$ cat src/rtl/alu_resp_pipe.sv
// alu_resp_pipe: 2-stage elastic responder around the 32-bit, 8-op ALU; each result returns with its request tag, in order.
// Latency: a request accepted in cycle N gives rsp_valid in cycle N+2; with rsp_ready high it sustains 1 request per cycle.
// Backpressure: rsp_ready low stalls S2 and then S1; req_ready falls once both stages are full and recovers combinationally on rsp_ready.
module alu_resp_pipe #(
  parameter int TAG_W = 4,
  parameter int CNT_W = 16
) (
  input  logic             clk,
  input  logic             rst,
  input  logic             req_valid,
  output logic             req_ready,
  input  logic [31:0]      req_a,
  input  logic [31:0]      req_b,
  input  logic [2:0]       req_op,
  input  logic [TAG_W-1:0] req_tag,
  output logic             rsp_valid,
  input  logic             rsp_ready,
  output logic [31:0]      rsp_out,
  output logic             rsp_zero,
  output logic             rsp_ovf,
  output logic [TAG_W-1:0] rsp_tag,
  output logic [CNT_W-1:0] rsp_count
);

  localparam logic [2:0] OP_ADD = 3'd0;
  localparam logic [2:0] OP_SUB = 3'd1;
  localparam logic [2:0] OP_AND = 3'd2;
  localparam logic [2:0] OP_OR  = 3'd3;
  localparam logic [2:0] OP_XOR = 3'd4;
  localparam logic [2:0] OP_SLT = 3'd5;
  localparam logic [2:0] OP_SLL = 3'd6;
  localparam logic [2:0] OP_SRL = 3'd7;

  // S1: captured request operands
  logic             r_v1;
  logic [31:0]      r_a;
  logic [31:0]      r_b;
  logic [2:0]       r_op;
  logic [TAG_W-1:0] r_tag1;

  // S2: computed response
  logic             r_v2;
  logic [31:0]      r_out;
  logic             r_zero;
  logic             r_ovf;
  logic [TAG_W-1:0] r_tag2;
  logic [CNT_W-1:0] r_count;

  logic             w_adv1;
  logic             w_adv2;
  logic [31:0]      w_add;
  logic [31:0]      w_sub;
  logic [31:0]      w_res;
  logic             w_ovf;

  // S2 can take new data when empty or being drained; S1 when empty or moving into S2.
  assign w_adv2    = !r_v2 || rsp_ready;
  assign w_adv1    = !r_v1 || w_adv2;
  assign req_ready = w_adv1 && !rst;

  assign w_add = r_a + r_b;
  assign w_sub = r_a - r_b;

  // ALU between S1 and S2; overflow only meaningful for add/sub
  always_comb begin
    w_res = 32'd0;
    w_ovf = 1'b0;
    case (r_op)
      OP_ADD: begin
        w_res = w_add;
        w_ovf = (r_a[31] == r_b[31]) && (w_add[31] != r_a[31]);
      end
      OP_SUB: begin
        w_res = w_sub;
        w_ovf = (r_a[31] != r_b[31]) && (w_sub[31] != r_a[31]);
      end
      OP_AND:  w_res = r_a & r_b;
      OP_OR:   w_res = r_a | r_b;
      OP_XOR:  w_res = r_a ^ r_b;
      OP_SLT:  w_res = {31'd0, ($signed(r_a) < $signed(r_b))};
      OP_SLL:  w_res = r_a << r_b[4:0];
      OP_SRL:  w_res = r_a >> r_b[4:0];
      default: w_res = 32'd0;
    endcase
  end

  // Pipeline registers and completed-response counter; reset flushes everything in flight
  always_ff @(posedge clk) begin
    if (rst) begin
      r_v1    <= 1'b0;
      r_a     <= 32'd0;
      r_b     <= 32'd0;
      r_op    <= 3'd0;
      r_tag1  <= '0;
      r_v2    <= 1'b0;
      r_out   <= 32'd0;
      r_zero  <= 1'b0;
      r_ovf   <= 1'b0;
      r_tag2  <= '0;
      r_count <= '0;
    end else begin
      if (w_adv2) begin
        r_v2 <= r_v1;
        // Payload only moves with a real item so idle bubbles leave rsp_* untouched
        if (r_v1) begin
          r_out  <= w_res;
          r_zero <= (w_res == 32'd0);
          r_ovf  <= w_ovf;
          r_tag2 <= r_tag1;
        end
      end
      if (w_adv1) begin
        r_v1 <= req_valid && req_ready;
        if (req_valid && req_ready) begin
          r_a    <= req_a;
          r_b    <= req_b;
          r_op   <= req_op;
          r_tag1 <= req_tag;
        end
      end
      if (r_v2 && rsp_ready) begin
        r_count <= r_count + CNT_W'(1);
      end
    end
  end

  assign rsp_valid = r_v2;
  assign rsp_out   = r_out;
  assign rsp_zero  = r_zero;
  assign rsp_ovf   = r_ovf;
  assign rsp_tag   = r_tag2;
  assign rsp_count = r_count;

endmodule
$ cat config.mk
export PLATFORM = sky130hd
export DESIGN_NAME = alu_resp_pipe
export DESIGN_NICKNAME = d
export VERILOG_FILES = /design/src/rtl/alu_resp_pipe.sv
export SDC_FILE = /design/constraint.sdc
export NUM_CORES = 1
export LEC_CHECK = 0
export ABC_AREA = 1
export BUFFER_PORTS_ARGS = -buffer_cell sky130_fd_sc_hd__buf_2
export CELL_PAD_IN_SITES_DETAIL_PLACEMENT = 2
export CELL_PAD_IN_SITES_GLOBAL_PLACEMENT = 2
export CORE_UTILIZATION = 32
export CTS_CLUSTER_DIAMETER = 100
export DETAILED_ROUTE_END_ITERATION = 16
export GPL_TIMING_DRIVEN = 0
export PLACE_DENSITY_LB_ADDON = 0.1
export SYNTH_ARGS = -nofsm -noshare
export SYNTH_HDL_FRONTEND = slang
export SYNTH_SLANG_ARGS = --single-unit
export TNS_END_PERCENT = 100
$ cat constraint.sdc
create_clock -name clk -period 3.5 [get_ports clk]
set_clock_uncertainty 0.05 [all_clocks]
set_input_delay 0.175 -clock clk [delete_from_list [all_inputs] [get_ports clk]]
set_output_delay 0.175 -clock clk [all_outputs]
set_load 0.02 [all_outputs]
==> impl_metrics.ini <==
[routing]
vias = 20300
wl_per_cell_microns = 29.9
drt_wl_total_microns = 103000
initialDrtViolationCount = 1767
drtAntennaViolNets = 0
drt_first_pass_iters = 5
drc = 0
viasPerCell = 5.89

[timing]
final-hold-violation-count = 0
fmax_mhz = 282
slew_viol_final = 0
setup_slack_ps = -43.8
setup_violations = 1
timing.final.crit_period_ps = 3540
period_share_pct = 101
rsz0062_at_grt = true
worst_slew_margin_rel_pct = 24.1
worst_pin_slew_ps = 1140

[logic_synthesis]
synth_top_family_by_area = simple AND/OR/NAND/NOR gates
ys.flop_type = dfxtp_1
synth.distinct_cells = 46
muxShareOfSynthArea_pct = 0
synth_compound_gate_area_share_pct = 11.2
yosysSeqAreaShare_pct = 17.4
yosysMostFrequentCell = nand2_1
synth_seq_cells = 127
synthAdderAreaFrac_pct = 8.65
synth_nets = 2771
synth-simple-area-share_pct = 48.3
synth_top_area_cell = nand2_1
synth_xor_area_share_pct = 0.179
ys_async_sr_fraction_pct = 0
synthTopCellsByCount = nand2_1, nand3_1, inv_1
syn_inst = 2596
synth.top_cell.area_share_pct = 17.8
syn_area_per_cell_sq_um = 5.64
ys_warn_count = 0
synthesis.area_sq_mm = 0.0146
synth_edf_count = 0
synthTopCellsByArea = nand2_1, dfxtp_1, nand3_1

[finish]
layout.nets = 3004
fin_util_pct = 39.5
drive_gt1_share_pct = 14.9
fin_area_sq_mm = 0.0179
num-fill-cells = 5691
stdcell_count = 3444
area_growth_pct = 22.1

[clocking]
clk_pin_slew_worst_paths_ps = 80
tritoncts = built
htree_levels = 4
numCtsBuffers = 17
clockBufferDepth = 2
cts_root_buffer = clkbuf_16
clkSinkCount = 127
clock_latency_ps = 510

[power_and_ir_drop]
cellPowerDensity_mw_per_mm2 = 391
fin_total_pwr_mw = 6.99
power.leakage_nw = 9.05
worst_ir_drop_vdd_mv = 0.317

[setup_path]
path_class = flop to flop
path_cells = inv_1 -> ha_1 -> buf_2 -> inv_1 -> nand2_1 -> nand2_1 -> a21oi_2 -> nand2_2 -> nand2_2 -> nand2_4 -> nand2_1 -> nand3_2 -> nand3_4 -> nand3_4 -> nor2_1 -> nand3_1 -> nor2_2 -> nand4_1 -> a21oi_1
critical_path.most_common_cell = nand2_1
arrival_ps = 3940
crit_buf_inv = 3
critical_path.top_delay_family = simple AND/OR/NAND/NOR gates
slowest_delay_ps = 430
cp_max_fo = 9
cp.required_ps = 3890
worstSetupStartpointType = flop
cp-end-kind = flop
slowest_stage = dfxtp_2

[floorplan]
ios = 131
start_util_pct = 32.3
die_area_sq_mm = 0.0466
rows = 78
die_h_microns = 216
fp.dieW_microns = 216
core_region_area_sq_mm = 0.0453

[place]
placedCellCount = 3325
dp_slack_ps = -853
place_area_sq_mm = 0.0160
gp_congestion = 0.996
hpwl_microns = 77000
io_buffers = 129

[global_routing]
antenna_found_initial = 2
grt_max_degree = 23
grt_overflow = 0
grt_usage_pct = 43.5
grt_pass1_vias = 21700
grt_pass1_wl_microns = 147000

[hold_path]
hold_class = input pin to flop

[run_status]
violations = negative setup slack
outcome = finished with violations

[flow_run]
cap_violations = 0
placed cells by master (no fill, tap or decap), types with 21 or more instances in the layout:
cell type / Yosys / layout
nand2_1: 696 / 677
nand3_1: 478 / 462
inv_1: 357 / 353
nor2_1: 265 / 247
buf_2: 55 / 175
dfxtp_1: 127 / 101
ha_1: 98 / 97
dlygate4sd3_1: 0 / 73
a21oi_1: 76 / 72
o31ai_1: 67 / 67
o21ai_0: 68 / 67
clkbuf_1: 48 / 45
nand4_1: 35 / 35
nand3_2: 21 / 33
nor3_1: 27 / 26
nand2_2: 9 / 25
nor2_2: 7 / 22
o22ai_1: 22 / 22
buf_4: 8 / 21
nand2_4: 18 / 21
dfxtp_2: 0 / 21
flip-flops by register name (all words and copies together) (netlist names):
name	count
r_op	3
rsp_valid	1
rsp_out	32
rsp_zero	1
rsp_ovf	1
r_b	32
r_a	32
r_tag1	4
r_v1	1
rsp_tag	4
rsp_count	16
cell type report:
type	instances	area [sq um]	area share [%]
sequential	127	2590	14.5
inverter	376	1430	7.99
buffer	132	754	4.22
tap	600	751	4.20
clock inverter	15	169	0.945
clock buffer	17	425	2.38
antenna	2	5.00	0.0280
multi-input combinational	1960	10300	57.5
timing repair buffer	215	1470	8.24
worst min-delay path, delay by kind of cell:
kind	cells	cell delay [ps]
and+or+nand+nor	1	40
AOI/OAI and AO/OA	1	50
buffers and inverters	2	630
worst paths after layout:
| path | startpoint | endpoint | cells after the start | slack (ps) |
|---|---|---|---|---|
| min | req_b[0] | r_b[0] | 4 | 380 |
| max reg2reg | r_a[5] | rsp_zero | 19 | -40 |
| max | r_a[5] | rsp_zero | 19 | -40 |
| min reg2reg | rsp_out[8] | rsp_out[8] | 2 | 460 |
per-layer routing:
metal	up-vias	GRT usage, %	share of wire [%]
li1	8859	-	-
met1	10100	54.1	41
met2	1003	69.3	44
met3	302	9.05	7.8
met4	0	25.2	6.4
met5	-	0	0
kinds of logic (layout without fill, tap and decap cells):
kind of cell,after synthesis,after routing
AND/OR/NAND/NOR,1586,1586
XOR/XNOR,3,3
buffers and inverters,509,755
flip-flops,127,127
adder cells (fa/ha/maj),100,100
AO/OA/AOI/OAI,271,271
other,0,2
what timing repair did:
action | CTS | global route
pin swaps | 5 | 7
resized for setup | 62 | 79
endpoints found under the hold margin | 73 | 0
buffers inserted | 7 | 6
endpoints found under the setup margin | 17 | 2
hold buffers | 73 | 0
stage by stage:
step,hold slack (ps),TNS [ps]
3_5_place_dp,335,-3290
4_1_cts,339,0
6_report,376,-43.8
5_1_grt,396,-122
3_3_place_gp,323,-2270
2_1_floorplan,238,0
report_power, final:
| part | internal [mW] | switching (mW) |
|---|---|---|
| Combinational | 0.908 | 2.43 |
| Sequential | 1.55 | 0.132 |
| Clock | 1.01 | 0.962 |
No activity file was read; power rests on OpenSTA's default activity.
